File: config.mk
export PLATFORM = sky130hd
export DESIGN_NAME = key_search_ctrl
export DESIGN_NICKNAME = d
export VERILOG_FILES = /design/src/rtl/key_search_pkg.sv /design/src/rtl/key_range_counter.sv /design/src/rtl/key_search_ctrl.sv
export SDC_FILE = /design/constraint.sdc
export NUM_CORES = 2
export LEC_CHECK = 0
export CAP_MARGIN = 20
export CELL_PAD_IN_SITES_DETAIL_PLACEMENT = 0
export CELL_PAD_IN_SITES_GLOBAL_PLACEMENT = 1
export CORE_AREA = 2 2 344 346
export CTS_CLUSTER_DIAMETER = 30
export DETAILED_ROUTE_END_ITERATION = 16
export DIE_AREA = 0 0 346 348
export PLACE_DENSITY_LB_ADDON = 0.1
export REMOVE_ABC_BUFFERS = 1
export SKIP_CTS_REPAIR_TIMING = 1
export SLEW_MARGIN = 10
export SYNTH_ARGS = -nofsm -noshare
export SYNTH_HDL_FRONTEND = slang
export SYNTH_SLANG_ARGS = --single-unit
export TNS_END_PERCENT = 30
File: constraint.sdc
create_clock -name clk -period 3.9 [get_ports clk]
set_input_delay 0.975 -clock clk [delete_from_list [all_inputs] [get_ports clk]]
set_output_delay 0.975 -clock clk [all_outputs]
set_load 0.05 [all_outputs]
File: src/rtl/key_search_pkg.sv
// rtl/key_search_pkg.sv - shared types, default widths and header match function for the key search sequencer
package key_search_pkg;

    localparam int KEY_W_DEF = 128;
    localparam int BLK_W_DEF = 64;
    localparam int CNT_W_DEF = 32;

    typedef enum logic [2:0] {
        ST_IDLE,
        ST_ISSUE,
        ST_WAIT,
        ST_CHECK,
        ST_FINISH
    } state_t;

    // A header matches when every bit selected by mask agrees with expected.
    // mask == 0 therefore matches any decrypted block.
    function automatic logic hdr_match(
        input logic [BLK_W_DEF-1:0] plain,
        input logic [BLK_W_DEF-1:0] expected,
        input logic [BLK_W_DEF-1:0] mask
    );
        return ((plain ^ expected) & mask) == '0;
    endfunction

endpackage

File: src/rtl/key_range_counter.sv
// rtl/key_range_counter.sv - candidate key register with load, increment and end-of-range flag
//   clk, rst     : clock, asynchronous active-low reset
//   load/load_val: load first candidate
//   inc          : advance to the next candidate
//   key_hi       : last candidate of the range (inclusive)
//   cur          : current candidate
//   last         : cur is the last candidate of the range
module key_range_counter
    import key_search_pkg::*;
#(
    parameter int KEY_W = KEY_W_DEF
) (
    input  logic             clk,
    input  logic             rst,
    input  logic             load,
    input  logic [KEY_W-1:0] load_val,
    input  logic             inc,
    input  logic [KEY_W-1:0] key_hi,
    output logic [KEY_W-1:0] cur,
    output logic             last
);

    always_ff @(posedge clk or negedge rst) begin
        if (!rst) begin
            cur <= '0;
        end else if (load) begin
            cur <= load_val;
        end else if (inc) begin
            cur <= cur + 1'b1;
        end
    end

    // The end test is made on cur before any increment, so a range ending at
    // all-ones terminates instead of wrapping to zero.
    assign last = (cur == key_hi);

endmodule

File: src/rtl/key_search_ctrl.sv
// rtl/key_search_ctrl.sv - brute-force key search sequencer driving one shared decryptor
//   clk, rst                 : clock, asynchronous active-low reset
//   start, abort             : begin search (IDLE only) / stop search
//   key_lo, key_hi           : inclusive candidate range
//   header, expected, mask   : encrypted header, expected plaintext, compare mask
//   dec_ready/dec_start      : decryptor handshake, one job in flight
//   dec_key, dec_block       : job operands, held until dec_done
//   dec_done, dec_plain      : decryptor result
//   busy, done, found        : search status
//   proper_key, attempts     : matching key, candidates completed
module key_search_ctrl
    import key_search_pkg::*;
#(
    parameter int KEY_W = KEY_W_DEF,
    parameter int BLK_W = BLK_W_DEF,
    parameter int CNT_W = CNT_W_DEF
) (
    input  logic             clk,
    input  logic             rst,
    input  logic             start,
    input  logic             abort,
    input  logic [KEY_W-1:0] key_lo,
    input  logic [KEY_W-1:0] key_hi,
    input  logic [BLK_W-1:0] header,
    input  logic [BLK_W-1:0] expected,
    input  logic [BLK_W-1:0] mask,
    input  logic             dec_ready,
    output logic             dec_start,
    output logic [KEY_W-1:0] dec_key,
    output logic [BLK_W-1:0] dec_block,
    input  logic             dec_done,
    input  logic [BLK_W-1:0] dec_plain,
    output logic             busy,
    output logic             done,
    output logic             found,
    output logic [KEY_W-1:0] proper_key,
    output logic [CNT_W-1:0] attempts
);

    state_t           state, state_nxt;
    logic [KEY_W-1:0] key_hi_q;
    logic [BLK_W-1:0] expected_q;
    logic [BLK_W-1:0] mask_q;
    logic [BLK_W-1:0] plain_q;
    logic             cur_last;
    logic             match;
    logic             take_start;
    logic             go_abort;
    logic             cnt_inc;

    // abort only has an effect once a search is under way; in IDLE it simply
    // blocks a simultaneous start.
    assign go_abort   = abort && (state != ST_IDLE);
    assign take_start = (state == ST_IDLE) && start && !abort;
    assign match      = hdr_match(plain_q, expected_q, mask_q);
    assign cnt_inc    = (state == ST_CHECK) && !abort && !match && !cur_last;

    key_range_counter #(
        .KEY_W (KEY_W)
    ) u_range (
        .clk      (clk),
        .rst      (rst),
        .load     (take_start),
        .load_val (key_lo),
        .inc      (cnt_inc),
        .key_hi   (key_hi_q),
        .cur      (dec_key),
        .last     (cur_last)
    );

    always_ff @(posedge clk or negedge rst) begin
        if (!rst) begin
            state <= ST_IDLE;
        end else begin
            state <= state_nxt;
        end
    end

    always_comb begin
        state_nxt = state;
        busy      = 1'b0;
        done      = 1'b0;
        case (state)
            ST_IDLE: begin
                if (take_start) begin
                    state_nxt = (key_lo > key_hi) ? ST_FINISH : ST_ISSUE;
                end
            end
            ST_ISSUE: begin
                busy = 1'b1;
                if (dec_ready) begin
                    state_nxt = ST_WAIT;
                end
            end
            ST_WAIT: begin
                busy = 1'b1;
                if (dec_done) begin
                    state_nxt = ST_CHECK;
                end
            end
            ST_CHECK: begin
                busy = 1'b1;
                state_nxt = (match || cur_last) ? ST_FINISH : ST_ISSUE;
            end
            ST_FINISH: begin
                done      = !abort;
                state_nxt = ST_IDLE;
            end
            default: begin
                state_nxt = ST_IDLE;
            end
        endcase
        if (go_abort) begin
            state_nxt = ST_IDLE;
        end
    end

    always_ff @(posedge clk or negedge rst) begin
        if (!rst) begin
            key_hi_q   <= '0;
            dec_block  <= '0;
            expected_q <= '0;
            mask_q     <= '0;
            plain_q    <= '0;
            dec_start  <= 1'b0;
            found      <= 1'b0;
            proper_key <= '0;
            attempts   <= '0;
        end else begin
            // Registered job pulse: fires in the first WAIT cycle, so the
            // decryptor sees it two cycles after the start pulse.
            dec_start <= (state == ST_ISSUE) && dec_ready && !abort;

            if (take_start) begin
                key_hi_q   <= key_hi;
                dec_block  <= header;
                expected_q <= expected;
                mask_q     <= mask;
                found      <= 1'b0;
                proper_key <= '0;
                attempts   <= '0;
            end

            if ((state == ST_WAIT) && dec_done && !abort) begin
                plain_q <= dec_plain;
            end

            if ((state == ST_CHECK) && !abort) begin
                if (attempts != '1) begin
                    attempts <= attempts + 1'b1;
                end
                if (match) begin
                    found      <= 1'b1;
                    proper_key <= dec_key;
                end
            end

            if (go_abort) begin
                found <= 1'b0;
            end
        end
    end

endmodule
Yosys cells after proc, flatten, opt, wreduce, memory -nomap -nowiden. Index checks and enable logic that the tools add are counted.

Add/subtract/negate cells: 2. $lt $le $gt $ge: 1. Eq/ne operators: 9. Mux-type cells: 21. Bitwise gates (word level): 2. Reductions and logical operators: 20.

Operator list (count): two-way mux 128 bit (5); adder 128 x 1 -> 128 bit (second input constant) (1); equality test 128 bit (1); greater-than comparator 128 bit (1); two-way mux 32 bit (3); AND 64 bit (1); zero test 64 bit (1); XOR 64 bit (1); adder 32 x 1 -> 32 bit (second input constant) (1); != test 32 bit (second input constant) (1); two-way mux 3 bit (6); case mux 3 bit (4 select lines) (1); logical AND 1 bit (10); != test 3 bit (second input constant) (3); equality test 3 x 2 -> 1 bit (second input constant) (2); two-way mux 1 bit (6); equality test 3 x 1 -> 1 bit (second input constant) (1); equality test 3 bit (second input constant) (1); zero test 1 bit (3); zero test 3 bit (1); AND reduction 3 bit (1); nonzero test 3 bit (1); OR reduction 3 bit (1); nonzero test 2 bit (1); logical OR 1 bit (1).

Register bits after elaboration: 677. Input port bits: 518. Output and inout bits: 356.

Logic depth before layout (Yosys ltp).
Word-level depth: 8. Gate-level depth with buffers: 12. Depth with buffers taken out: 11.

Hierarchy. From an unflattened synthesis, not the netlist that was laid out.

Cell total of the unflattened synthesis: 3921. Area total of the unflattened synthesis: 35087.4 um^2.

Modules (own cells, without submodules): key_search_ctrl (times used 1, cells each 2680, area an instance 25152.9 um^2, seq. area each 13738.2 um^2); key_range_counter (times used 1, cells each 1241, area an instance 9934.5 um^2, seq. area each 3203.1 um^2).

Worst setup path before layout. OpenSTA, ideal clock, no wires.

Path type: input to output. Start point: input abort. End point: output done. Arrival: 2.618 ns. Data required time: 2.925 ns. Slack: 0.307 ns. Stages: 1. Cells stage by stage: nor4b_1.

Longest elaborated chain between the ends: 2.

Ends and longest elaborated chain: start, declared (RTL line key_search_ctrl.sv:21) `input logic abort,`; zero test 1 bit (RTL line key_search_ctrl.sv:106) `done = !abort;`; two-way mux 1 bit (RTL line key_search_ctrl.sv:83) `case (state)`; end, declared (RTL line key_search_ctrl.sv:34) `output logic done,`.

Every way passes these cells.

Final worst setup path.
Start point: register u_range.cur[97]. End point: register u_range.cur[60].

Longest elaborated chain between the ends: 4.

Ends and longest elaborated chain: start, declared (RTL line key_range_counter.sv:19) `output logic [KEY_W-1:0] cur,`; start signal, assigned (RTL line key_range_counter.sv:27) `cur <= load_val;`; start signal, assigned (RTL line key_range_counter.sv:29) `cur <= cur + 1'b1;`; equality test 128 bit (RTL line key_range_counter.sv:35) `assign last = (cur == key_hi);`; zero test 1 bit (RTL line key_search_ctrl.sv:56) `assign cnt_inc = (state == ST_CHECK) && !abort && !match && !cur_last;`; logical AND 1 bit (RTL line key_search_ctrl.sv:56); nonzero test 2 bit (no line).

Every way passes these cells. A chain may end at the register's enable or synchronous reset.

==> flow_metrics.env <==
export IMPL_synth_area_top_cells="dfrtp_1 50%, nand2_1 10%, o21ai_0 5.7%"
export IMPL_fillers=11500
export IMPL_drt_iter0_drc=1748
export IMPL_yosys_warnings=0
export IMPL_cts_buffers=205
export IMPL_crit_path_end_kind="flip-flop"
export IMPL_use_met1=0.312
export IMPL_syn_inst=3719
export IMPL_synth_top_cell_area_share=0.501
export IMPL_syn_area_mm2=0.0338
export IMPL_reg2reg_slack_ns=0.12
export IMPL_postSynth_asyncResetShare=1.00
export IMPL_crit_path_start_kind="flip-flop"
export IMPL_portBuffers=873
export IMPL_max_slew_margin=0.400
export IMPL_fp_coreArea_mm2=0.117
export IMPL_routed_via_count=31300
export IMPL_clock_skew_ns=0.0550
export IMPL_setup_slack_ns=0.117
export IMPL_grt_busiest_layer="met2"
export IMPL_total_power_w=0.0352
export IMPL_powerDensity_mw_per_mm2=663
export IMPL_place_inst=6166
export IMPL_post_route_util=0.455
export IMPL_grt_ovfl_total=0
export IMPL_crit_type="reg -> reg"
export IMPL_synth_xor_area_frac=0.0790
export IMPL_crit_top_cell="buf_4"
export IMPL_r2r_end="u_range.cur[60]"
export IMPL_reg2reg_depth=13
export IMPL_clockRootBuffer="clkbuf_16"
export IMPL_place_ws_ns=-0.258
export IMPL_rsz0062_at_grt="false"
export IMPL_synthAdderAreaFrac=0.0481
export IMPL_routed_wl_um=161000
export IMPL_clk_pin_slew_worst_paths_ns=0.04
export IMPL_hp_class="in -> async"
export IMPL_drive_above_1_share=0.132
export IMPL_arrival_ns=4.50
export IMPL_outcome="finished clean"
export IMPL_start_util=0.289
export IMPL_synthSimpleGateAreaFrac=0.203
export IMPL_layout_nets=5485
export IMPL_setup_viol=0
export IMPL_fmax_mhz=264
export IMPL_viasPerCell=4.75
export IMPL_critPathMaxStageDelay_ns=0.58
export IMPL_period_share=0.970
export IMPL_clockBufferDepth=3
export IMPL_grt_pass1_wl_um=229000
export IMPL_synthMuxAreaShare=0.0235
export IMPL_clkLatencyLatePin_ns=0.79
export IMPL_fp_row_count=126
export IMPL_worstReg2RegStart="u_range.cur[97]"
export IMPL_crit_family="simple AND/OR/NAND/NOR gates"
export IMPL_synth_top_family_by_area="simple AND/OR/NAND/NOR gates"
export IMPL_hold_violations=0
export IMPL_critPathRequiredTime_ns=4.61
export IMPL_synth_seq_area_share=0.501
export IMPL_die_height_um=348
export IMPL_drtAntennaViolNets=0
export IMPL_synth_area_per_cell_um2=9.09
export IMPL_synth_compound_area_frac=0.0959
export IMPL_crit_chain="xor2_1 -> buf_4 -> nor4_1 -> nand4_1 -> nor4_1 -> buf_4 -> a2bb2oi_2 -> buf_4 -> nand3_1 -> nor2_1 -> a311oi_1 -> buf_4 -> a211o_1"
export IMPL_regArea_mm2=0.0169
export IMPL_use_met3=0.0857
export IMPL_dpl_hpwl_um=127000
export IMPL_firstDrtPassIters=5
export IMPL_slowest_stage="a311oi_1"
export IMPL_track_usage=0.263
export IMPL_routedWlPerCell_um=24.5
export IMPL_yosysMostFrequentCell="nand2_1"
export IMPL_multi_input_area_mm2=0.0152
export IMPL_cts_tree="done"
export IMPL_cts_sinks=677
export IMPL_die_w_um=346
export IMPL_cap_violations=0
export IMPL_grt_max_degree=157
export IMPL_area_growth_pct=57.2
export IMPL_period_needed_ns=3.78
export IMPL_use_met2=0.428
export IMPL_crit_buf_inv=4
export IMPL_synth_edf_count=0
export IMPL_tightest_slew_ns=0.900
export IMPL_peakVddDrop_uv=387
export IMPL_slew_viol_final=0
export IMPL_htreeDepth=4
export IMPL_yosys_most_used_dff="dfrtp_1"
export IMPL_synthTopCellsByCount="901 x nand2_1, 677 x dfrtp_1, 385 x o21ai_0"
export IMPL_grt_pass1_vias=32400
export IMPL_fin_cells=6580
export IMPL_ios=874
export IMPL_drcViolationCount=0
export IMPL_p_leak_nw=24.4
export IMPL_ys_ff_latch=677
export IMPL_antenna_found_initial=51
export IMPL_place_gp_congestion=0.914
export IMPL_synth_top_area_cell="dfrtp_1"
export IMPL_die_area_mm2=0.120
export IMPL_cp_max_fo=8
export IMPL_synthDistinctLibCells=65
[flip-flops by register name (all words and copies together) (netlist names)]
name	cells
attempts	32
dec_block	64
dec_start	1
expected_q	64
found	1
key_hi_q	128
mask_q	64
plain_q	64
proper_key	128
state	3
u_range.cur	128
[worst register-to-register path, delay by kind of cell, from the launching register on]
kind,cells,cell delay (ns)
xor gates and xnor gates,1,0.25
AOI/OAI and AO/OA,3,0.79
and+or+nand+nor,5,1.43
DFF,1,0.49
buffers and inverters,4,0.77
[stage by stage]
step | hold WS, ns | area, um2 | TNS (ns)
final | 0.196 | 53200 | 0
after detailed placement | 0.461 | 45900 | -0.516
after CTS | 0.199 | 53100 | 0
after floorplan | 0.446 | 33100 | -5300.30
after global placement | 0.457 | 45900 | -0.590
after global routing | 0.208 | 53100 | 0
[cell type report]
type                       count  share of cell area
clock buffer                 300               0.114
sequential                   677               0.319
inverter                     265              0.0187
clock inverter                88              0.0218
antenna                       26             0.00122
timing repair buffer        1095               0.203
tap                         1536              0.0361
multi-input combinational   2593               0.286
[cells by family (layout without fill, tap and decap cells)]
| logic type | after synthesis | in the layout |
|---|---|---|
| other | 0 | 26 |
| and+or+nand+nor | 1513 | 1513 |
| muxes | 71 | 71 |
| AOI/OAI and AO/OA | 574 | 574 |
| buffers and inverters | 449 | 1748 |
| xor gates and xnor gates | 305 | 305 |
| DFF | 677 | 677 |
| adders and majority gates | 130 | 130 |
[how the worst max path moves through the flow]
stage,endpoint,slack [ns],cells after the start,from
CTS,u_range.cur[60],0.04,13,u_range.cur[26]
global placement,state[2],-0.30,12,key_hi[45]
finish,u_range.cur[60],0.12,13,u_range.cur[97]
detailed placement,state[0],-0.26,12,key_hi[45]
floorplan,u_range.cur[93],-10.50,3,abort
global route,u_range.cur[60],0.01,13,u_range.cur[97]
[metal layers]
layer / vias to the layer above / wire, um
li1: 14900 / -
met1: 15000 / 65400
met2: 1055 / 76700
met3: 293 / 12200
met4: 46 / 6820
met5: - / 289
[placed cells by master, fill, tap and decap left out, types with 49 or more instances in the layout]
cell	count
a21oi_1	49
buf_4	193
clkbuf_16	209
clkbuf_8	50
clkdlybuf4s50_1	871
dfrtp_1	677
ha_1	130
inv_1	264
mux2_2	66
nand2_1	901
nand3_1	201
nand4_1	85
nor2_1	79
nor3_1	58
nor4_1	81
o21ai_0	385
xnor2_1	106
xor2_1	199
[where the power goes]
part	internal (W)	leakage (nW)	switching, W	total (W)
sequential	0.00843	8.67	0.00117	0.00959
combinational	0.00319	12.2	0.00553	0.00872
clock	0.0119	3.53	0.00500	0.0169
total	0.0236	24.4	0.0117	0.0352
Note: power is estimated with default switching activity, not from simulation.
